[src/rtl/forwarding_hazard_unit_pkg.sv]
// Shared constants for the forwarding/hazard unit: operand-source select
// encoding and the default register-number width.
package forwarding_hazard_unit_pkg;

   localparam int unsigned REG_ADDR_LEN = 4;
   localparam int unsigned FWD_SEL_W    = 2;

   // Operand source steering for the EXE-stage forwarding multiplexers.
   typedef enum logic [FWD_SEL_W-1:0] {
      FWD_SEL_REG = 2'd0,  // register-file read value
      FWD_SEL_MEM = 2'd1,  // ALU result currently in the MEM slot
      FWD_SEL_WB  = 2'd2   // value being written back from the WB slot
   } fwd_sel_e;

endpackage : forwarding_hazard_unit_pkg

[src/rtl/forwarding_hazard_unit_fwd_sel_gen.sv]
// Forwarding select generator for one EXE source operand. MEM is checked
// before WB so the newest in-flight value wins.
module fwd_sel_gen
   import forwarding_hazard_unit_pkg::*;
#(
   parameter int unsigned REG_ADDR_W = REG_ADDR_LEN
) (
   input  logic [REG_ADDR_W-1:0] i_src,
   input  logic                  i_use,
   input  logic                  i_mem_valid,
   input  logic                  i_mem_wb_en,
   input  logic [REG_ADDR_W-1:0] i_mem_dest,
   input  logic                  i_wb_valid,
   input  logic                  i_wb_wb_en,
   input  logic [REG_ADDR_W-1:0] i_wb_dest,
   input  logic                  i_forward_en,
   output logic [FWD_SEL_W-1:0]  o_sel
);

   logic     w_mem_hit;
   logic     w_wb_hit;
   fwd_sel_e w_sel;

   assign w_mem_hit = i_mem_valid & i_mem_wb_en & (i_mem_dest == i_src);
   assign w_wb_hit  = i_wb_valid  & i_wb_wb_en  & (i_wb_dest  == i_src);

   // Priority select: disabled or unused operand reads the register file.
   always_comb begin
      w_sel = FWD_SEL_REG;
      if (i_forward_en && i_use) begin
         if (w_mem_hit) begin
            w_sel = FWD_SEL_MEM;
         end else if (w_wb_hit) begin
            w_sel = FWD_SEL_WB;
         end
      end
   end

   assign o_sel = w_sel;

endmodule : fwd_sel_gen

[src/rtl/forwarding_hazard_unit.sv]
// Tag tracker for the EXE/MEM/WB slots. Drives the EXE forwarding selects,
// the ID-stage hazard stall and a saturating stall-cycle counter.
module forwarding_hazard_unit
   import forwarding_hazard_unit_pkg::*;
#(
   parameter int unsigned REG_ADDR_W = REG_ADDR_LEN,
   parameter int unsigned PERF_W     = 16
) (
   input  logic                  clk,
   input  logic                  rst,
   input  logic                  forward_en,
   input  logic                  id_valid,
   input  logic [REG_ADDR_W-1:0] id_src1,
   input  logic [REG_ADDR_W-1:0] id_src2,
   input  logic                  id_two_src,
   input  logic [REG_ADDR_W-1:0] id_dest,
   input  logic                  id_wb_en,
   input  logic                  id_mem_read,
   input  logic                  branch_taken,
   output logic [1:0]            alu_mux_src_1_sel,
   output logic [1:0]            alu_mux_src_2_sel,
   output logic                  hazard_stall,
   output logic [PERF_W-1:0]     stall_count
);

   localparam logic [PERF_W-1:0] LP_CNT_ONE = PERF_W'(1);

   // EXE slot holds the full tag; MEM and WB carry only the fields that
   // forwarding and stall detection consult once an instruction leaves EXE.
   logic                  r_exe_valid;
   logic [REG_ADDR_W-1:0] r_exe_src1;
   logic [REG_ADDR_W-1:0] r_exe_src2;
   logic                  r_exe_two_src;
   logic [REG_ADDR_W-1:0] r_exe_dest;
   logic                  r_exe_wb_en;
   logic                  r_exe_mem_read;

   logic                  r_mem_valid;
   logic [REG_ADDR_W-1:0] r_mem_dest;
   logic                  r_mem_wb_en;

   logic                  r_wb_valid;
   logic [REG_ADDR_W-1:0] r_wb_dest;
   logic                  r_wb_wb_en;

   logic [PERF_W-1:0]     r_stall_count;

   logic                  w_exe_hit;
   logic                  w_mem_hit;
   logic                  w_load_use;
   logic                  w_raw;
   logic                  w_stall;
   logic                  w_exe_load;

   // ID sources against the EXE and MEM destinations.
   always_comb begin
      w_exe_hit = 1'b0;
      w_mem_hit = 1'b0;
      if (r_exe_valid && r_exe_wb_en) begin
         w_exe_hit = (r_exe_dest == id_src1) | (id_two_src & (r_exe_dest == id_src2));
      end
      if (r_mem_valid && r_mem_wb_en) begin
         w_mem_hit = (r_mem_dest == id_src1) | (id_two_src & (r_mem_dest == id_src2));
      end
   end

   // Load-use with forwarding; any EXE/MEM RAW without it. WB is safe because
   // the register file writes before it reads. A taken branch flushes ID.
   always_comb begin
      w_load_use = id_valid & r_exe_mem_read & w_exe_hit;
      w_raw      = id_valid & (w_exe_hit | w_mem_hit);
      w_stall    = 1'b0;
      if (!branch_taken) begin
         w_stall = forward_en ? w_load_use : w_raw;
      end
      w_exe_load = id_valid & ~w_stall & ~branch_taken;
   end

   assign hazard_stall = w_stall;
   assign stall_count  = r_stall_count;

   // Advance tags one slot per clock; EXE takes ID or a bubble.
   always_ff @(posedge clk) begin
      if (rst) begin
         r_exe_valid    <= 1'b0;
         r_exe_src1     <= '0;
         r_exe_src2     <= '0;
         r_exe_two_src  <= 1'b0;
         r_exe_dest     <= '0;
         r_exe_wb_en    <= 1'b0;
         r_exe_mem_read <= 1'b0;
         r_mem_valid    <= 1'b0;
         r_mem_dest     <= '0;
         r_mem_wb_en    <= 1'b0;
         r_wb_valid     <= 1'b0;
         r_wb_dest      <= '0;
         r_wb_wb_en     <= 1'b0;
      end else begin
         r_wb_valid  <= r_mem_valid;
         r_wb_dest   <= r_mem_dest;
         r_wb_wb_en  <= r_mem_wb_en;
         r_mem_valid <= r_exe_valid;
         r_mem_dest  <= r_exe_dest;
         r_mem_wb_en <= r_exe_wb_en;
         if (w_exe_load) begin
            r_exe_valid    <= 1'b1;
            r_exe_src1     <= id_src1;
            r_exe_src2     <= id_src2;
            r_exe_two_src  <= id_two_src;
            r_exe_dest     <= id_dest;
            r_exe_wb_en    <= id_wb_en;
            r_exe_mem_read <= id_mem_read;
         end else begin
            r_exe_valid    <= 1'b0;
            r_exe_src1     <= '0;
            r_exe_src2     <= '0;
            r_exe_two_src  <= 1'b0;
            r_exe_dest     <= '0;
            r_exe_wb_en    <= 1'b0;
            r_exe_mem_read <= 1'b0;
         end
      end
   end

   // Saturating count of stalled cycles.
   always_ff @(posedge clk) begin
      if (rst) begin
         r_stall_count <= '0;
      end else if (w_stall && (r_stall_count != '1)) begin
         r_stall_count <= r_stall_count + LP_CNT_ONE;
      end
   end

   fwd_sel_gen #(
      .REG_ADDR_W (REG_ADDR_W)
   ) u_sel_rn (
      .i_src        (r_exe_src1),
      .i_use        (r_exe_valid),
      .i_mem_valid  (r_mem_valid),
      .i_mem_wb_en  (r_mem_wb_en),
      .i_mem_dest   (r_mem_dest),
      .i_wb_valid   (r_wb_valid),
      .i_wb_wb_en   (r_wb_wb_en),
      .i_wb_dest    (r_wb_dest),
      .i_forward_en (forward_en),
      .o_sel        (alu_mux_src_1_sel)
   );

   fwd_sel_gen #(
      .REG_ADDR_W (REG_ADDR_W)
   ) u_sel_rm (
      .i_src        (r_exe_src2),
      .i_use        (r_exe_valid & r_exe_two_src),
      .i_mem_valid  (r_mem_valid),
      .i_mem_wb_en  (r_mem_wb_en),
      .i_mem_dest   (r_mem_dest),
      .i_wb_valid   (r_wb_valid),
      .i_wb_wb_en   (r_wb_wb_en),
      .i_wb_dest    (r_wb_dest),
      .i_forward_en (forward_en),
      .o_sel        (alu_mux_src_2_sel)
   );

endmodule : forwarding_hazard_unit

[config.mk]
export PLATFORM = sky130hd
export DESIGN_NAME = forwarding_hazard_unit
export DESIGN_NICKNAME = d
export VERILOG_FILES = /design/src/rtl/forwarding_hazard_unit_pkg.sv /design/src/rtl/forwarding_hazard_unit_fwd_sel_gen.sv /design/src/rtl/forwarding_hazard_unit.sv
export SDC_FILE = /design/constraint.sdc
export NUM_CORES = 1
export LEC_CHECK = 0
export ABC_AREA = 1
export CORE_MARGIN = 4
export CORE_UTILIZATION = 40
export DETAILED_ROUTE_END_ITERATION = 6
export GPL_ROUTABILITY_DRIVEN = 0
export PLACE_DENSITY_LB_ADDON = 0.12
export SLEW_MARGIN = 20
export SYNTH_ARGS = -nofsm -noshare
export SYNTH_HDL_FRONTEND = slang
export SYNTH_SLANG_ARGS = --single-unit
[constraint.sdc]
create_clock -name clk -period 1.9 [get_ports clk]
set_input_delay 0.57 -clock clk [delete_from_list [all_inputs] [get_ports clk]]
set_output_delay 0.57 -clock clk [all_outputs]
set_load 0.01 [all_outputs]
-- Yosys cells after proc, flatten, opt, wreduce, memory -nomap -nowiden
Cells that the tools add are included.
W data, S select, Z words.
- add/subtract/negate cells: 1
- equality and inequality tests: 9
- muxes and demuxes: 11
- bitwise gates (word level): 20
- reductions and logical operators: 6
- operator list (kind ; number):
    $eq A4 B4 Y1 ; 8
    $add A16 B1 Y16 const B ; 1
    $ne A16 B16 Y1 const B ; 1
    $and A1 B1 Y1 ; 14
    $mux W2 ; 6
    $logic_and A1 B1 Y1 ; 5
    $mux W1 ; 5
    $not A1 Y1 ; 3
    $or A1 B1 Y1 ; 3
    $reduce_or A2 Y1 ; 1
- register bits: 44
- logic and storage cells: 61

-- Logic depth before layout (Yosys ltp)
Gate-level depths: netlist of the first run.
- word-level depth: 13
- mapped depth: 14
- depth with buffers taken out: 13

-- By module
Synthesis of the first run repeated with hierarchy kept, for this count alone.
- cells, all modules: 414
- area, all modules: 2533.7 µm²
- modules (own cells, without submodules) (module ; instances ; cells each ; area an instance (µm²)):
    forwarding_hazard_unit ; 1 ; 316 ; 2148.3
    fwd_sel_gen ; 2 ; 49 ; 192.7

-- Least setup slack after synthesis of the first run
No wires, ideal clock.
- path kind: input to output
- start point: in id_src1[1]
- end point: out hazard_stall
- arrival: 1.267 ns
- path slack: 0.063 ns
- cell stages on the path: 9
- cell sequence: inv_1 nand2_1 a21oi_1 nand2_1 nand2_1 nand2_1 nand2_2 nand2_1 inv_1
- cells in the longest elaborated chain, start to end: 7
- ends and longest elaborated chain (what ; line ; RTL):
    start, declared ; forwarding_hazard_unit.sv:13 ; input logic [REG_ADDR_W-1:0] id_src1,
    $eq A4 B4 Y1, on equally long branches ; forwarding_hazard_unit.sv:60, forwarding_hazard_unit.sv:63 ;
    $or A1 B1 Y1, on equally long branches ; forwarding_hazard_unit.sv:60, forwarding_hazard_unit.sv:63 ;
    $mux W1, on equally long branches ; forwarding_hazard_unit.sv:59, forwarding_hazard_unit.sv:62 ;
    $or A1 B1 Y1 ; forwarding_hazard_unit.sv:71 ; w_raw = id_valid & (w_exe_hit | w_mem_hit);
    $and A1 B1 Y1 ; forwarding_hazard_unit.sv:71 ;
    $mux W1 * ; forwarding_hazard_unit.sv:74 ; w_stall = forward_en ? w_load_use : w_raw;
    $mux W1 * ; forwarding_hazard_unit.sv:73 ; if (!branch_taken) begin
    end, declared ; forwarding_hazard_unit.sv:22 ; output logic hazard_stall,
Every way passes the cells marked *; elsewhere a longest branch is shown, timed or not.

-- Worst setup path after layout of the first run
Ends and elaborated chain as after synthesis.

==> results by group, run 1 <==
Pwr
  – PwrDens: 566 mW/mm²
  – Combinational share of power: 0.094
  – Sw Share: 0.229
  – Total power draw: between 1.5 and 2 mW
  – Leak Pwr: between 1 and 1.5 nW
  – VDD IR max: approximately 340 µV
  – Psw: 0.419 mW
  – P_int: 1.41 mW
  – Seq pwr share: 0.516
  – Clock power frac: 0.390

Logic synthesis
  – Seq/Total Area, Yosys: 0.388
  – Syn Inst Count: between 300 and 400
  – Top cell type's share of synthesized area: 0.388
  – Synth unique cells: 31
  – Ys Warns: 0
  – Syn nets: between 300 and 400
  – Yosys top cell by area: dfxtp_1
  – Synthesized area: about 0.0023 mm²
  – Largest cells by area after synthesis: dfxtp_1, nand2_1, nor2_1, inv_1, nand4_1
  – Mapped Avg Cell Area: about 6.6 µm²
  – Synth Register Bits: between 40 and 50

Finish
  – Final Util: 0.587
  – Layout cells sized above 1: 0.270
  – Layout area overhead: 42.5%
  – Finished Cell Area: approximately 0.0032 mm²
  – Diode count: 0
  – Final #Nets: approximately 450

Global routing
  – Grt total ovfl: 0
  – Vias in the first global route: between 2,000 and 2,500
  – Largest net degree at the start of global routing: 15
  – First-pass GRT wire length: ~9400 µm
  – Antenna violations before repair: 0
  – GRT Util Overall: 0.164

Drt
  – Per-cell routed wire length: between 10 and 15 µm
  – Via/cell ratio: around 4.5
  – Antenna-violating nets left: 0
  – DR pass1 iterations: 4
  – DR DRC count: 0
  – Final WL: between 5000 and 6000 µm
  – Via count: between 2,000 and 2,500
  – Starting DRT DRC Count: between 100 and 150

CTS
  – CTS Buf Count: 5
  – Post-cts hold buffer count: 0
  – H-Tree Depth: 2
  – CTS Root Cell: clkbuf_8
  – Max Buffers Root-to-Sink: 2
  – Clock Pin Slew Worst Setup and Hold Paths: ~0.08 ns
  – CTS Sinks: 44
  – Clock latency at the later pin of the worst-skew pair: about 0.30 ns
  – TritonCTS clock tree: yes

Floorplan
  – Number of I/O pins: 41
  – Initial core utilization: 0.412
  – Die height: about 83 µm
  – # rows: 27
  – Die X: roughly 83 µm
  – Core area: about 0.0055 mm²
  – Die ar.: approximately 0.007 mm²

Worst hold path
  – Hold-critical path depth: 2
  – Hold endpoint: r_wb_wb_en
  – HP Start: r_mem_wb_en
  – Tightest Hold Check Type: reg2reg

STA
  – Tcrit/Tclk final: 1.14
  – RSZ-0062 raised after global routing: true
  – Max Clock Skew: 0.00585 ns
  – Worst setup margin: -0.257 ns
  – Final setup fails: 5
  – Hold Fails Final Rpt: 0
  – Total negative slack: -0.810 ns
  – Worst slew margin: 0.752
  – Min cycle time layout: ~2.2 ns
  – Final Max Slew Viols: 0
  – Worst slew pin tran: 0.371 ns
  – Fmax: ~460 MHz

Placement
  – DP HPWL: between 4000 and 5000 µm
  – Buffers on Ports: 40
  – Placed cell areas: about 0.0030 mm²

Critical path
  – CP Launch Type: input pin
  – Worst R2R Setup Slack: between 0.15 and 0.2 ns
  – Most used cell, CP: nand2_2
  – Max Fanout on Critical Path: 3
  – Cells on worst reg2reg path: 9
  – Reg-to-reg critical path startpoint: stall_count[1]
  – CP required: roughly 1.3 ns
  – Slowest CP cell: clkdlybuf4s15_1
  – Worst r2r dst: stall_count[0]
  – Crit-path cells: clkdlybuf4s15_1 -> inv_2 -> nand2_1 -> a21oi_1 -> nand2_1 -> nand2_2 -> nand2_2 -> nand2_2 -> nand2_2 -> inv_2 -> buf_6
  – Slowest stage delay, CP: between 0.2 and 0.25 ns
  – Critical Path Sink Type: output port
  – Worst Path Arrival: ~1.6 ns
  – Critical path type: in2out

Status
  – Outcome: finished with violations
  – Failing checks: setup timing

Job
  – Max cap viols: 0
-- through the flow --
step / hold WS (ns) / cells / setup slack, ns
2_1_floorplan: 0.403 / 343 / 0.0635
3_3_place_gp: 0.409 / 487 / -1.02
3_5_place_dp: 0.414 / 487 / -1.07
4_1_cts: 0.436 / 498 / -0.276
5_1_grt: 0.465 / 498 / -0.349
6_report: 0.452 / 498 / -0.257
-- worst max-delay path, delay by kind of cell --
kind	cells	cell delay (ns)
buffers and inverters	4	0.49
AO/OA/AOI/OAI	1	0.13
AND/OR/NAND/NOR	6	0.40
-- cells by family (layout without fill, tap and decap cells) --
kind of cell	after synthesis	in the layout	synth area share
adder cells (fa/ha/maj)	1	1	0.00551
XOR/XNOR	14	14	0.0541
flip-flops	44	44	0.388
AO/OA/AOI/OAI	20	20	0.0563
AND/OR/NAND/NOR	188	188	0.362
buffers and inverters	76	159	0.133
-- state kept, by name, indices dropped and copies added, names as in the netlist, 4 cells and up --
| name | count |
|---|---|
| r_exe_src2 | 4 |
| r_wb_dest | 4 |
| r_exe_dest | 4 |
| r_mem_dest | 4 |
| r_exe_src1 | 4 |
| stall_count | 16 |
-- power by group through the flow --
stage          clock network, mW  logic (mW)  registers, mW
2_1_floorplan                  0      0.0722          0.964
3_3_place_gp                   0       0.169          0.965
3_5_place_dp                   0       0.169          0.965
4_1_cts                    0.739       0.171          0.944
5_1_grt                    0.783       0.193          0.946
6_report                   0.713       0.173          0.944
-- placed cells by master, fill, tap and decap left out, drive strengths merged --
| master | instances |
|---|---|
| clkdlybuf4s15 | 1 |
| bufinv | 1 |
| nor4 | 3 |
| xnor2 | 9 |
| o21bai | 5 |
| clkinvlp | 1 |
| nand4 | 14 |
| clkinv | 2 |
| dfxtp | 44 |
| nor2 | 75 |
| clkdlybuf4s50 | 25 |
| nand2 | 80 |
| nor3 | 5 |
| inv | 69 |
| o21ai | 8 |
| nor3b | 2 |
| nand3 | 9 |
| ha | 1 |
| dlygate4sd2 | 1 |
| clkbuf | 13 |
| o2111ai | 2 |
| a21oi | 3 |
| buf | 46 |
| o22ai | 1 |
| a211oi | 1 |
| xor2 | 5 |
-- worst max-delay path by stage --
stage / from / to / cells past startpoint
detailed placement: id_src1[0] / hazard_stall / 12
CTS: r_mem_dest[0] / alu_mux_src_2_sel[1] / 8
floorplan: id_src1[1] / hazard_stall / 9
global placement: id_src1[3] / hazard_stall / 12
finish: id_src1[1] / hazard_stall / 11
global route: id_src1[1] / hazard_stall / 11
-- repair_timing --
item,4_1_cts,5_1_grt
pin swaps,12,17
setup buffers,3,0
gates resized for setup,66,28
endpoints found under the setup margin,22,16
-- synthesized netlist by cell type --
| master | n |
|---|---|
| nor3b_2 | 2 |
| clkinv_1 | 1 |
| clkbuf_1 | 2 |
| dfxtp_1 | 44 |
| nand4_2 | 1 |
| nor3_1 | 4 |
| nand3_4 | 1 |
| o21bai_1 | 5 |
| nor2_1 | 74 |
| a21oi_1 | 3 |
| nor3_2 | 1 |
| xnor2_1 | 9 |
| xor2_1 | 5 |
| o21ai_2 | 1 |
| nand4_1 | 13 |
| o21ai_0 | 5 |
| ha_1 | 1 |
| inv_1 | 64 |
| a211oi_1 | 1 |
| nand3_2 | 1 |
| buf_6 | 2 |
| o22ai_1 | 1 |
| nand3_1 | 7 |
| buf_2 | 2 |
| inv_2 | 5 |
| o21ai_1 | 2 |
| o2111ai_1 | 2 |
| nand2_1 | 77 |
| nand2_2 | 3 |
| nor4_1 | 3 |
| nor2_2 | 1 |
-- cell type report --
cell class / instances / area (µm²)
Timing Repair Buffer: 81 / 672
Inverter: 70 / 263
Multi-Input combinational cell: 223 / 1200
Clock inverter: 3 / 42.5
Fill cell: 531 / 2270
Clock buffer: 5 / 68.8
Tap cell: 72 / 90.1
Sequential cell: 44 / 893
-- per-layer routing --
layer | GRT usage | share of wire
met1 | 0.186 | 0.42
met5 | 0 | 0
met3 | 0.0377 | 0.041
met2 | 0.304 | 0.53
met4 | 0.0431 | 0.011
No activity file was read; power rests on OpenSTA's default activity.
==> run 2, diff against run 1 <==
--- a/config.mk
+++ b/config.mk
@@ -11,7 +11,7 @@
 export DETAILED_ROUTE_END_ITERATION = 6
 export GPL_ROUTABILITY_DRIVEN = 0
 export PLACE_DENSITY_LB_ADDON = 0.12
-export SLEW_MARGIN = 20
+export SLEW_MARGIN = 5
 export SYNTH_ARGS = -nofsm -noshare
 export SYNTH_HDL_FRONTEND = slang
 export SYNTH_SLANG_ARGS = --single-unit
==> results of run 2 <==
Same layout as run 1: the final DEF is identical, and so are final timing and power.
